--- config.mk ---
export PLATFORM = sky130hd
export DESIGN_NAME = checksum_stream
export DESIGN_NICKNAME = d
export VERILOG_FILES = /design/src/rtl/checksum_pkg.sv /design/src/rtl/ones_add_w.sv /design/src/rtl/checksum_stream.sv
export SDC_FILE = /design/constraint.sdc
export NUM_CORES = 1
export LEC_CHECK = 0
export BUFFER_PORTS_ARGS = -buffer_cell sky130_fd_sc_hd__buf_2
export CORE_MARGIN = 3
export CORE_UTILIZATION = 61
export CTS_CLUSTER_DIAMETER = 40
export DETAILED_ROUTE_END_ITERATION = 16
export PLACE_DENSITY = 0.84
export SETUP_SLACK_MARGIN = 0.4
export SYNTH_ARGS = -nofsm -noshare
export SYNTH_HDL_FRONTEND = slang
export SYNTH_SLANG_ARGS = --single-unit
--- constraint.sdc ---
create_clock -name clk -period 8.21 [get_ports clk]
set_clock_uncertainty 0.1 [all_clocks]
set_input_delay 1.2315 -clock clk [delete_from_list [all_inputs] [get_ports clk]]
set_output_delay 1.2315 -clock clk [all_outputs]
set_load 0.01 [all_outputs]
--- src/rtl/checksum_pkg.sv ---
// Shared definitions for the streaming one's-complement checksum engine.
// Holds the FSM state type, the mode encodings and a 16-bit end-around-carry
// adder function that models can reuse. No ports.
package checksum_pkg;

    typedef enum logic {
        ACCUM = 1'b0,
        DONE  = 1'b1
    } state_e;

    localparam logic MODE_GEN = 1'b0;
    localparam logic MODE_VER = 1'b1;

    localparam int unsigned SUM_W = 16;

    // One's-complement add: fold the carry out back into bit 0.
    function automatic logic [SUM_W-1:0] ones_add(input logic [SUM_W-1:0] a,
                                                  input logic [SUM_W-1:0] b);
        logic [SUM_W:0] s;
        s = {1'b0, a} + {1'b0, b};
        return s[SUM_W-1:0] + {{(SUM_W-1){1'b0}}, s[SUM_W]};
    endfunction

endpackage

--- src/rtl/ones_add_w.sv ---
// Parametrised one's-complement adder with end-around carry.
// Ports:
//   a, b : WIDTH-bit operands
//   sum  : WIDTH-bit one's-complement sum
module ones_add_w #(
    parameter int unsigned WIDTH = 16
) (
    input  logic [WIDTH-1:0] a,
    input  logic [WIDTH-1:0] b,
    output logic [WIDTH-1:0] sum
);

    logic [WIDTH:0] s;

    // The folded add cannot carry again: the largest raw sum is 2*(2^W-1).
    always_comb begin
        s   = {1'b0, a} + {1'b0, b};
        sum = s[WIDTH-1:0] + {{(WIDTH-1){1'b0}}, s[WIDTH]};
    end

endmodule

--- src/rtl/checksum_stream.sv ---
// Streaming one's-complement checksum engine.
// Words arrive over a valid/ready handshake with a last marker and are
// accumulated with end-around carry; after the final word a single result beat
// is offered. Generate mode yields the checksum, verify mode the residue plus
// a pass flag.
// Ports:
//   clk, rst            : clock, synchronous active-high reset
//   mode                : 0 generate, 1 verify (sampled on first beat)
//   in_valid/in_ready   : input handshake; in_data word, in_last end marker
//   out_valid/out_ready : result handshake
//   out_sum             : ~accumulator; out_ok verify pass; out_len_err truncated
//   out_count           : words in the message
//   err_count           : only with CHECKSUM_STREAM_ERRCNT_EN, saturating count
//                         of failed verifies and truncated messages
module checksum_stream
    import checksum_pkg::*;
#(
    parameter int unsigned WIDTH     = 16,
    parameter int unsigned MAX_WORDS = 64,
    parameter int unsigned CNT_W     = $clog2(MAX_WORDS + 1)
) (
    input  logic             clk,
    input  logic             rst,
    input  logic             mode,
    input  logic             in_valid,
    output logic             in_ready,
    input  logic [WIDTH-1:0] in_data,
    input  logic             in_last,
    output logic             out_valid,
    input  logic             out_ready,
    output logic [WIDTH-1:0] out_sum,
    output logic             out_ok,
    output logic             out_len_err,
    output logic [CNT_W-1:0] out_count
`ifdef CHECKSUM_STREAM_ERRCNT_EN
    ,
    output logic [15:0]      err_count
`endif
);

    state_e           state_q, state_d;
    logic [WIDTH-1:0] acc_q;
    logic [WIDTH-1:0] acc_sum;
    logic [CNT_W-1:0] count_q;
    logic [CNT_W-1:0] count_inc;
    logic             mode_q;
    logic             mode_eff;
    logic             beat;
    logic             trunc;
    logic             finish;
    logic             out_hs;

    logic [WIDTH-1:0] sum_q;
    logic             ok_q;
    logic             len_err_q;
    logic [CNT_W-1:0] cnt_out_q;

    ones_add_w #(
        .WIDTH (WIDTH)
    ) u_add (
        .a   (acc_q),
        .b   (in_data),
        .sum (acc_sum)
    );

    assign beat      = in_valid & in_ready;
    assign count_inc = count_q + CNT_W'(1);
    // The first beat of a message uses the live mode, later beats the latched one.
    assign mode_eff  = (count_q == '0) ? mode : mode_q;
    assign trunc     = !in_last && (count_inc == CNT_W'(MAX_WORDS));
    assign finish    = beat && (in_last || trunc);
    assign out_hs    = out_valid & out_ready;

    always_comb begin
        state_d   = state_q;
        in_ready  = 1'b0;
        out_valid = 1'b0;
        unique case (state_q)
            ACCUM: begin
                in_ready = 1'b1;
                if (finish) state_d = DONE;
            end
            DONE: begin
                out_valid = 1'b1;
                if (out_ready) state_d = ACCUM;
            end
            default: state_d = ACCUM;
        endcase
    end

    always_ff @(posedge clk) begin
        if (rst) begin
            state_q   <= ACCUM;
            acc_q     <= '0;
            count_q   <= '0;
            mode_q    <= MODE_GEN;
            sum_q     <= '0;
            ok_q      <= 1'b0;
            len_err_q <= 1'b0;
            cnt_out_q <= '0;
        end else begin
            state_q <= state_d;
            if (beat) begin
                acc_q   <= acc_sum;
                count_q <= count_inc;
                if (count_q == '0) mode_q <= mode;
            end
            if (finish) begin
                sum_q     <= ~acc_sum;
                ok_q      <= (mode_eff == MODE_VER) && (acc_sum == {WIDTH{1'b1}});
                len_err_q <= trunc;
                cnt_out_q <= count_inc;
            end
            if (out_hs) begin
                acc_q     <= '0;
                count_q   <= '0;
                len_err_q <= 1'b0;
            end
        end
    end

    assign out_sum     = sum_q;
    assign out_ok      = ok_q;
    assign out_len_err = len_err_q;
    assign out_count   = cnt_out_q;

`ifdef CHECKSUM_STREAM_ERRCNT_EN
    logic [15:0] err_q;

    always_ff @(posedge clk) begin
        if (rst) begin
            err_q <= '0;
        end else if (out_hs && (((mode_q == MODE_VER) && !ok_q) || len_err_q)
                     && (err_q != 16'hFFFF)) begin
            err_q <= err_q + 16'd1;
        end
    end

    assign err_count = err_q;
`endif

endmodule

==> Word level (Yosys, flattened, before mapping) <==
Index checks and enable logic that the tools add are counted.
{ "totals": {"ff_bits": 50, "in_bits": 22, "elab_cells": 30} }
{ "classes": {"n_addsub": 3, "eq_ne": 2, "muxes": 6, "n_bitwise": 4, "reduce_logical": 7} }
{ "ops": {"columns": ["op", "count"], "rows": [
  ["$add 16x16->17", 1],
  ["$add 16x1->16", 1],
  ["$eq 16x16->1 const B", 1],
  ["$not 16->16", 1],
  ["$add 7x1->7 const B", 1],
  ["$eq 7x7->1 const B", 1],
  ["$logic_not 7->1", 1],
  ["$mux 1", 5],
  ["$logic_and 1x1->1", 3],
  ["$and 1x1->1", 2],
  ["$pmux 1 s2", 1],
  ["$reduce_or 2->1", 1],
  ["$logic_not 1->1", 1],
  ["$logic_or 1x1->1", 1],
  ["$not 1->1", 1]
]} }

==> Logic depth before layout (Yosys ltp) <==
Gate-level depths: netlist of the first run.
{ "depth": {"depth_word": 7, "mapped_depth": 21, "ltp_nobuf": 21} }

==> Hierarchy <==
Synthesis of the first run repeated with hierarchy kept, for this count alone.
{ "hier_totals": {"cells_unflattened": 393, "area_unflattened_um2": 3333.2} }
{ "modules_own_cells": {"columns": ["mod", "instances", "cells_per_inst", "area_per_inst_um2", "seq_area_each_um2"], "rows": [
  ["checksum_stream", 1, 247, 2223.4, 1001.0],
  ["ones_add_w", 1, 146, 1109.8, 0.0]
]} }

==> Least setup slack after synthesis of the first run <==
OpenSTA, ideal clock, no wires.
{ "synth_timing": {"kind": "in2reg", "start": "in in_data[0]", "end": "reg ok_q, in the netlist out_ok", "arrival_ns": 5.661, "t_required_ns": 8.023, "setup_slack_ns": 2.362, "cell_stages": 20, "path_cell_list": "ha_1 -> inv_1 -> fa_1 -> nand2b_1 -> a211oi_1 -> o21ai_0 -> nand3_1 -> o211ai_1 -> nor2b_1 -> o21ai_0 -> nand2b_1 -> ha_1 -> ha_1 -> xnor2_1 -> or4_1 -> or4_1 -> or4b_1 -> or4_1 -> or4_1 -> o31ai_1"} }
{ "synth_via": {"elab_chain_cells": 4} }
{ "synth_rtl": {"columns": ["element", "line_no", "rtl"], "rows": [
  ["from (decl)", "checksum_stream.sv:27", "input logic [WIDTH-1:0] in_data,"],
  ["$add 16x16->17", "ones_add_w.sv:17", "s = {1'b0, a} + {1'b0, b};"],
  ["$add 16x1->16", "ones_add_w.sv:18", "sum = s[WIDTH-1:0] + {{(WIDTH-1){1'b0}}, s[WIDTH]};"],
  ["$eq 16x16->1", "checksum_stream.sv:110", "ok_q <= (mode_eff == MODE_VER) && (acc_sum == {WIDTH{1'b1}});"],
  ["$logic_and 1x1->1", "checksum_stream.sv:110", null],
  ["to (signal assigned)", "checksum_stream.sv:110", null],
  ["to (decl)", "checksum_stream.sv:54", "logic ok_q;"]
]} }
No other way between the ends.
A chain may end at the register's enable or synchronous reset.

==> Final worst setup path of the first run <==
Same ends and word-level chain as after synthesis.

==> results.ini, run 1 <==
[outcome]
status=finished, final reports clean

[setup_path]
critPathCaptureType=flop
reg2reg_depth=20
r2r-start=acc_q[0]$_SDFFE_PP0P_
timing.rr.end=out_ok$_SDFFE_PP0P_
worstSetupPathType=in -> reg
arrival_ns=6.24
critPathMaxFanout=5
cp-start-kind=input pin
worst_ep_required_time_ns=8.34
rrSetupSlack_ns=2.76

[floorplan]
io-pin-count=49
core_um2=4817
std_cell_rows=25
die_y_um=77.47
design.die.area_um2=6001
die_w_um=77.47
start_util=0.6468

[pwr]
leakage_nw=1.457
swShare=0.3736
p_seq_frac=0.413
power.net_switching_w=0.0002486
clkPwrFrac=0.235
ir_drop_uv=110.7
combPwrFrac=0.352
p_per_area_nw_per_um2=190.6
p_int_w=0.0004168

[placement]
portBuffers=48
place_inst=484
place_congestion=0.9324
place_hpwl_um=5666

[synth]
synth_area_um2=3115
synth_cell_types=57
syn_area_per_cell_um2=8.134
synth_flop_cell=dfxtp_1
synthCells=383
syn-num-nets=426
synth_edf_count=0
synth_top_area_frac=0.3213
yosys_warnings=0
synth_seq_cells=50
synth_top_area_cell=dfxtp_1
ys_async_sr_fraction=0
ys_seq_area_frac=0.3213
synthMostInstantiatedCell=nand2_1
synth_area_leaders=dfxtp_1, ha_1, nand2_1
ys_top_cells_by_count=nand2_1, dfxtp_1, nor2_1, a21oi_1, a211oi_1

[routing]
drt_first_pass_iters=5
met3_length_um=433
wl_per_cell_um=15.24
drc=0
route.met2.wl_um=3512
drt-total-wl_um=7499
highest_layer=met4
vias=2893
antenna_left=0
drt_iter0_drc=157
via_per_inst=5.880
m1WireLength_um=3469

[timing]
slew_headroom=0.3739
timing.fmax_ghz=0.1636
rsz0062_at_grt=no
fin_crit_ns=6.111
worstMarginPinSlew_ns=0.9370
fin_crit_sh=0.7443
report.final.slew_viol_count=0
finalSetupViolCount=0
hold_viol=0
setup_tns_ns=0

[clocking]
worstSkewPairLatency_ns=0.31
hold_buffers=0
htreeDepth=2
path_clk_slew_ns=0.10
cts_buffers=5
root_buffer=clkbuf_8
cts_tree=done
cts.sinks=50
cts_resized=0
post_cts_buffers=0
clockBufferDepth=2

[global_route]
overflow=0
grt_start_max_net_pins=39
grt.total_usage=0.2565
antenna_found_initial=0
grt_pass1_wl_um=12540
grt_pass1_vias=2704

[min_path]
holdPathEnd=out_sum[10]$_SDFFE_PP0P_
hold_depth=2
holdCritStartpoint=out_sum[10]$_SDFFE_PP0P_
min_path_type=reg -> reg

[layout]
areaGrowthSynthToFinish_pct=12.05
diodes=0
fin_nets=467
final_layout_size_suffix_gt1_frac=0.1671
utilization=0.7247
instances_no_fill=492

[job]
cap_violations=0

-- power groups by stage --
stage	Sequential [W]	Combinational, W	Clock, W
6_report	0.000275	0.000234	0.000156
5_1_grt	0.000278	0.000260	0.000169
4_1_cts	0.000275	0.000232	0.000160
3_5_place_dp	0.000281	0.000230	0
3_3_place_gp	0.000280	0.000228	0
2_1_floorplan	0.000283	0.000167	0
-- worst max-delay path, stage by stage --
cell and delay, ns:
buf_2 0.09, ha_1 0.19, inv_1 0.06, fa_1 0.42, nand2b_1 0.20, a211oi_1 0.43
o21ai_0 0.19, nand3_1 0.11, o211ai_1 0.13, nor2b_1 0.13, o21ai_0 0.08, nand2b_1 0.11
ha_1 0.17, ha_1 0.19, xnor2_1 0.12, or4_1 0.50, or4_1 0.42, or4b_1 0.47
or4_1 0.40, or4_1 0.42, o31ai_1 0.19
-- how the worst max path moves through the flow --
stage | to | start | slack (ns) | cells past startpoint
after CTS | out_ok$_SDFFE_PP0P_ | in_data[0] | 2.12 | 21
after global placement | out_ok$_SDFFE_PP0P_ | in_data[0] | 1.99 | 21
after global routing | out_ok$_SDFFE_PP0P_ | in_data[0] | 1.64 | 21
final | out_ok$_SDFFE_PP0P_ | in_data[0] | 2.10 | 21
after floorplan | out_ok$_SDFFE_PP0P_ | in_data[0] | 2.36 | 20
after detailed placement | out_ok$_SDFFE_PP0P_ | in_data[0] | 1.81 | 21
-- sequential cells by signal (all words and copies together) (netlist names) --
signal	count
acc_q	16
count_q	7
mode_q	1
out_count	7
out_len_err	1
out_ok	1
out_sum	16
state_q	1
-- area by class of cell --
class	instances	area (um2)
sequential	50	1001
tap	67	83.83
fill	404	1326
multi-input combinational	305	2012
timing repair buffer	49	247.7
inverter	13	48.80
clock inverter	3	28.78
clock buffer	5	68.82
-- routing by layer --
metal,up-vias,GRT usage
li1,1452,-
met1,1332,0.3411
met2,99,0.4361
met3,10,0.03596
met4,0,0.06762
met5,-,0
-- kinds of logic after synthesis --
logic type | after synthesis | share of synthesized area
buffers and inverters | 28 | 0.03373
XOR/XNOR | 33 | 0.1012
adder cells (fa/ha/maj) | 21 | 0.08675
flip-flops | 50 | 0.3213
multiplexers | 3 | 0.009639
AND/OR/NAND/NOR | 153 | 0.2398
AO/OA/AOI/OAI | 95 | 0.2076
-- cells in the final DEF (no fill, tap or decap), drive strengths merged, types with 2 or more instances in the layout --
cell type	count
a2111oi	2
a211oi	24
a21boi	2
a21o	6
a21oi	31
a31oi	3
and2	4
and3	4
and4	2
buf	49
clkbuf	5
clkinv	2
dfxtp	50
ha	20
inv	14
mux2i	3
nand2	52
nand2b	3
nand3	13
nand3b	4
nand4	2
nor2	40
nor2b	3
nor3	9
nor4b	2
o211ai	2
o21a	2
o21ai	12
o311a	2
o31ai	2
or3	5
or4	4
xnor2	18
xor2	15
-- per-stage QoR --
stage                     setup slack (ns)  total power [W]  hold slack (ns)  area (um2)
after global routing                 1.644        0.0007068           0.3694        3491
after CTS                            2.117        0.0006673           0.3548        3491
after global placement               1.992        0.0005082           0.3350        3393
final                                2.099        0.0006654           0.3518        3491
after floorplan                      2.362        0.0004498           0.3400        3115
after detailed placement             1.812        0.0005112           0.3397        3393
(Power assumes the default switching activity.)
==> inputs of run 2 (changes only) <==
--- a/config.mk
+++ b/config.mk
@@ -7,10 +7,10 @@
 export LEC_CHECK = 0
 export BUFFER_PORTS_ARGS = -buffer_cell sky130_fd_sc_hd__buf_2
 export CORE_MARGIN = 3
-export CORE_UTILIZATION = 61
+export CORE_UTILIZATION = 51
 export CTS_CLUSTER_DIAMETER = 40
 export DETAILED_ROUTE_END_ITERATION = 16
-export PLACE_DENSITY = 0.84
+export PLACE_DENSITY = 0.75
 export SETUP_SLACK_MARGIN = 0.4
 export SYNTH_ARGS = -nofsm -noshare
 export SYNTH_HDL_FRONTEND = slang
==> constraint.sdc (replaced) <==
create_clock -name clk -period 5 [get_ports clk]
set_clock_uncertainty 0.1 [all_clocks]
set_input_delay 0.75 -clock clk [delete_from_list [all_inputs] [get_ports clk]]
set_output_delay 0.75 -clock clk [all_outputs]
set_load 0.01 [all_outputs]
==> run 2 against run 1 <==
The run now ends with negative setup slack left. First-iteration DRC count increased by 33%. Die area grew 18%. Critical path depth unchanged. Utilization shrank 4.1 points. Wire length up 6.6%. Critical path type unchanged.
==> results.ini, run 2 (same netlist as run 1, synthesis figures left out) <==
[timing]
hold-worst-slack_ns=0.3563
fin_crit_ns=5.044
rsz0062_at_grt=yes
worstMarginPinSlew_ns=1.001
fin_crit_sh=1.009
slew_headroom=0.3312
finalSetupViolCount=1
timing.fmax_ghz=0.1983
report.final.slew_viol_count=0
hold_viol=0
timing.final.ws_setup_ns=-0.04379

[pwr]
p_seq_frac=0.370
power_w=0.001223
p_int_w=0.0007930
combPwrFrac=0.381
clkPwrFrac=0.249
power.net_switching_w=0.0004298
leakage_nw=1.688
ir_drop_uv=198.4
p_per_area_nw_per_um2=313.1
swShare=0.3515

[floorplan]
io-pin-count=49
die_w_um=84.16
core_um2=5709
design.die.area_um2=7083
std_cell_rows=27
die_y_um=84.16
start_util=0.5457

[layout]
diodes=0
final_layout_size_suffix_gt1_frac=0.2644
utilization=0.6840
layout_common_cells=nand2_1, dfxtp_1, buf_2, buf_4, nor2_1
fin_nets=511
final_area_um2=3905
areaGrowthSynthToFinish_pct=25.34
mostFrequentLayoutCell=nand2_1

[clocking]
cts_buffers=5
root_buffer=clkbuf_8
cts.sinks=50
cts_tree=done
clockBufferDepth=2
path_clk_slew_ns=0.10
htreeDepth=2
worstSkewPairLatency_ns=0.31
hold_buffers=0

[setup_path]
worstSetupPathType=in -> reg
cp-start-kind=input pin
critPathCaptureType=flop
arrival_ns=5.18
critPathMaxFanout=2
worst_ep_required_time_ns=5.14

[placement]
place_hpwl_um=6071
place_congestion=0.9114
portBuffers=48
place_area_um2=3745

[routing]
antenna_left=0
drc=0
drt-total-wl_um=7993
via_per_inst=5.667
drt_first_pass_iters=4
vias=3066
wl_per_cell_um=14.77
drt_iter0_drc=209

[outcome]
failed_checks=negative setup slack
status=finished, violations left

[global_route]
grt_start_max_net_pins=35
overflow=0
antenna_found_initial=0
grt.total_usage=0.2299
grt_pass1_vias=2978
grt_pass1_wl_um=13500

[job]
cap_violations=0

[min_path]
min_path_type=reg -> reg

[run 2: layer usage]
metal	share of wire	up-vias	track usage
met3	0.054	20	0.04612
met5	0	-	0
met1	0.45	1415	0.2908
met2	0.47	90	0.3852
met4	0.029	0	0.08772
li1	-	1541	-
[run 2: cell type report]
type / instances / area [um2]
fill: 483 / 1804
sequential: 50 / 1001
multi-input combinational: 305 / 2069
clock buffer: 5 / 68.82
timing repair buffer: 93 / 578.1
inverter: 13 / 48.80
clock inverter: 3 / 48.80
tap: 72 / 90.09
[run 2: power by group through the flow]
stage | combinational [W] | sequential [W] | clock, W
after CTS | 0.000459 | 0.000452 | 0.000311
after detailed placement | 0.000454 | 0.000461 | 0
after global routing | 0.000517 | 0.000457 | 0.000330
after floorplan | 0.000279 | 0.000464 | 0
final | 0.000466 | 0.000452 | 0.000305
after global placement | 0.000447 | 0.000460 | 0
[run 2: what timing repair did]
action / in CTS / in global routing
hold endpoints to repair: 0 / 0
pin swaps: 1 / 3
setup endpoints to repair: 3 / 3
resized for setup: 4 / 5
buffers inserted: 0 / 1
[run 2: final timing paths]
| kind | start | to | slack [ns] | depth (start not counted) |
|---|---|---|---|---|
| worst max-delay path | in_data[0] | out_ok$_SDFFE_PP0P_ | -0.04 | 21 |
| worst min-delay path | out_sum[7]$_SDFFE_PP0P_ | out_sum[7]$_SDFFE_PP0P_ | 0.36 | 2 |
| worst max register to register | acc_q[0]$_SDFFE_PP0P_ | out_ok$_SDFFE_PP0P_ | 0.13 | 20 |
| worst min register to register | out_sum[7]$_SDFFE_PP0P_ | out_sum[7]$_SDFFE_PP0P_ | 0.36 | 2 |
[run 2: worst max-delay path: stages]
cell,delay (ns)
buf_2,0.08
ha_1,0.15
inv_1,0.05
fa_2,0.34
nand2b_4,0.16
a211oi_4,0.25
o21ai_2,0.09
nand3_1,0.07
o211ai_1,0.11
nor2b_1,0.12
o21ai_0,0.08
nand2b_1,0.10
ha_2,0.18
ha_2,0.18
xnor2_1,0.09
or4_1,0.49
or4_1,0.40
or4b_1,0.50
or4_1,0.39
or4_1,0.41
o31ai_1,0.19
[run 2: metrics by stage]
step | cells | TNS (ns) | setup slack, ns
6_report | 541 | -0.04379 | -0.04379
5_1_grt | 541 | -0.2395 | -0.2395
4_1_cts | 540 | -0.02462 | -0.02462
3_5_place_dp | 532 | -0.4151 | -0.4053
3_3_place_gp | 532 | -0.2940 | -0.2940
2_1_floorplan | 383 | -0.1370 | -0.1370
==> inputs of run 3 (changes only) <==
--- a/config.mk
+++ b/config.mk
@@ -10,6 +10,7 @@
 export CORE_UTILIZATION = 51
 export CTS_CLUSTER_DIAMETER = 40
 export DETAILED_ROUTE_END_ITERATION = 16
+export GPL_TIMING_DRIVEN = 0
 export PLACE_DENSITY = 0.75
 export SETUP_SLACK_MARGIN = 0.4
 export SYNTH_ARGS = -nofsm -noshare
==> run 3 against run 2 <==
The flow still finishes with violations (negative setup slack). Sequential power about the same. First-iteration DRC count shrank 28%. Combinational power is 13% lower. Utilization fell by 4.5 points. Register-to-register slack worse by 0.20 ns. Count of clock-buffer cells in the layout is 1 higher. Cell count fell by 5.0%. Critical path type unchanged. Total power shrank 9.3%. Non-clock buffer count is 27 lower. Design area down 6.5%. Sequential share of layout area increased by 1.8 points. Critical endpoint unchanged.
==> results.ini, run 3 (same netlist as run 1, synthesis figures left out) <==
[outcome]
status=finished, violations left
failed_checks=negative setup slack

[pwr]
p_int_w=0.0007043
ir_drop_uv=201.6
swShare=0.3647
leakage_nw=1.502
power_w=0.001109
p_seq_frac=0.409
combPwrFrac=0.366
p_per_area_nw_per_um2=303.8
power.net_switching_w=0.0004044
clkPwrFrac=0.225

[job]
cap_violations=0

[global_route]
grt_pass1_wl_um=13300
grt.total_usage=0.2290
antenna_found_initial=0
grt_pass1_vias=2864
grt_start_max_net_pins=16
overflow=0

[routing]
via_per_inst=5.698
vias=2929
drt_iter0_drc=151
drt-total-wl_um=7815
drt_first_pass_iters=4
drc=0
antenna_left=0
wl_per_cell_um=15.20

[clocking]
htreeDepth=2
clockBufferDepth=2
cts_buffers=5
root_buffer=clkbuf_8
cts.sinks=50
worstSkewPairLatency_ns=0.31
path_clk_slew_ns=0.09
cts_tree=done

[placement]
place_congestion=0.8933
place_inst=503
place_hpwl_um=6045
portBuffers=48
place_area_um2=3468

[timing]
report.final.slew_viol_count=0
timing.final.ws_setup_ns=-0.2230
timing.fmax_ghz=0.1915
hold-worst-slack_ns=0.3528
slew_headroom=0.5465
finalSetupViolCount=1
hold_viol=0
worstMarginPinSlew_ns=0.6709
fin_crit_ns=5.223
fin_crit_sh=1.045
rsz0062_at_grt=yes

[floorplan]
die_y_um=84.16
design.die.area_um2=7083
die_w_um=84.16
start_util=0.5457
core_um2=5709
std_cell_rows=27
io-pin-count=49

[setup_path]
cpPeakStageDelay_ns=0.50
worst_ep_required_time_ns=5.13
timing.rr.end=out_ok$_SDFFE_PP0P_
cp_top_family=simple AND/OR/NAND/NOR gates
cp-start-kind=input pin
rrSetupSlack_ns=-0.07
critical_path.cell_chain=buf_2, ha_4, inv_1, fa_2, nand2b_4, a211oi_4, o21ai_2, nand3_1, o211ai_1, nor2b_1, o21ai_0, nand2b_1, ha_2, ha_4, xnor2_2, or4_1, or4_4, or4b_1, or4_4, or4_1, o31ai_1
critPathMaxFanout=3
critPathSlowestCell=or4_1
reg2reg_depth=20
r2r-start=acc_q[0]$_SDFFE_PP0P_
arrival_ns=5.36
critPathCaptureType=flop
worstSetupPathType=in -> reg
crit_path_end=out_ok$_SDFFE_PP0P_
cp_num_buf_inv=2
crit_start=in_data[0]
crit_cells=21

[layout]
layout_common_cells=nand2_1, dfxtp_1, buf_2, nor2_1, a21oi_1
mostFrequentLayoutCell=nand2_1
instances_no_fill=514
areaGrowthSynthToFinish_pct=17.15
final_layout_size_suffix_gt1_frac=0.1968
diodes=0
fin_nets=484
final_area_um2=3650

[min_path]
min_path_type=reg -> reg

## run 3: metrics by stage
step	worst slack, ns	TNS [ns]	util
after floorplan	-0.1370	-0.1370	-
after global placement	-0.7053	-0.7053	0.6075
after detailed placement	-0.7891	-0.8952	0.6075
after CTS	-0.2121	-0.2121	0.6349
after global routing	-0.4648	-0.4648	0.6393
final	-0.2230	-0.2230	0.6393
## run 3: timing repair
item | in CTS | in global routing
endpoints found under the hold margin | 0 | 0
resized for setup | 8 | 10
endpoints found under the setup margin | 3 | 3
gates cloned | 0 | 0
hold buffers | 0 | 0
pin swaps | 5 | 2
buffers inserted | 3 | 0
## run 3: layout make-up
type / instances / area, um2
clock inverter: 2 / 12.51
buffer: 15 / 58.81
sequential: 50 / 1001
multi-input combinational: 305 / 2093
inverter: 13 / 48.80
timing repair buffer: 51 / 262.8
fill: 501 / 2059
tap: 72 / 90.09
clock buffer: 6 / 82.58
## run 3: how the worst min path moves through the flow
stage,from,endpoint,cells past startpoint
after floorplan,acc_q[0]$_SDFFE_PP0P_,acc_q[0]$_SDFFE_PP0P_,2
after global placement,out_sum[9]$_SDFFE_PP0P_,out_sum[9]$_SDFFE_PP0P_,2
after detailed placement,out_sum[9]$_SDFFE_PP0P_,out_sum[9]$_SDFFE_PP0P_,2
after CTS,out_sum[10]$_SDFFE_PP0P_,out_sum[10]$_SDFFE_PP0P_,2
after global routing,out_sum[12]$_SDFFE_PP0P_,out_sum[12]$_SDFFE_PP0P_,2
final,out_sum[10]$_SDFFE_PP0P_,out_sum[10]$_SDFFE_PP0P_,2
## run 3: power groups by stage
stage / Sequential, W / Clock (W) / Combinational, W
after global routing: 0.000458 / 0.000269 / 0.000451
after global placement: 0.000461 / 0 / 0.000373
final: 0.000453 / 0.000250 / 0.000406
after detailed placement: 0.000462 / 0 / 0.000381
after floorplan: 0.000464 / 0 / 0.000279
after CTS: 0.000453 / 0.000252 / 0.000396
## run 3: worst reg2reg max path: stages (launching register included)
cell and delay, ns:
dfxtp_1 0.38, ha_4 0.16, inv_1 0.06, fa_2 0.36, nand2b_4 0.17, a211oi_4 0.24
o21ai_2 0.09, nand3_1 0.08, o211ai_1 0.12, nor2b_1 0.13, o21ai_0 0.09, nand2b_1 0.12
ha_2 0.22, ha_4 0.15, xnor2_2 0.10, or4_1 0.50, or4_4 0.42, or4b_1 0.48
or4_4 0.42, or4_1 0.41, o31ai_1 0.19
## run 3: routing by layer
layer  global-route usage  up-vias  share of wire
met3              0.05790       10          0.052
met1               0.2897     1358           0.46
met2               0.3852       77           0.47
met4              0.06725        0          0.018
li1                     -     1484              -
met5                    0        -              0
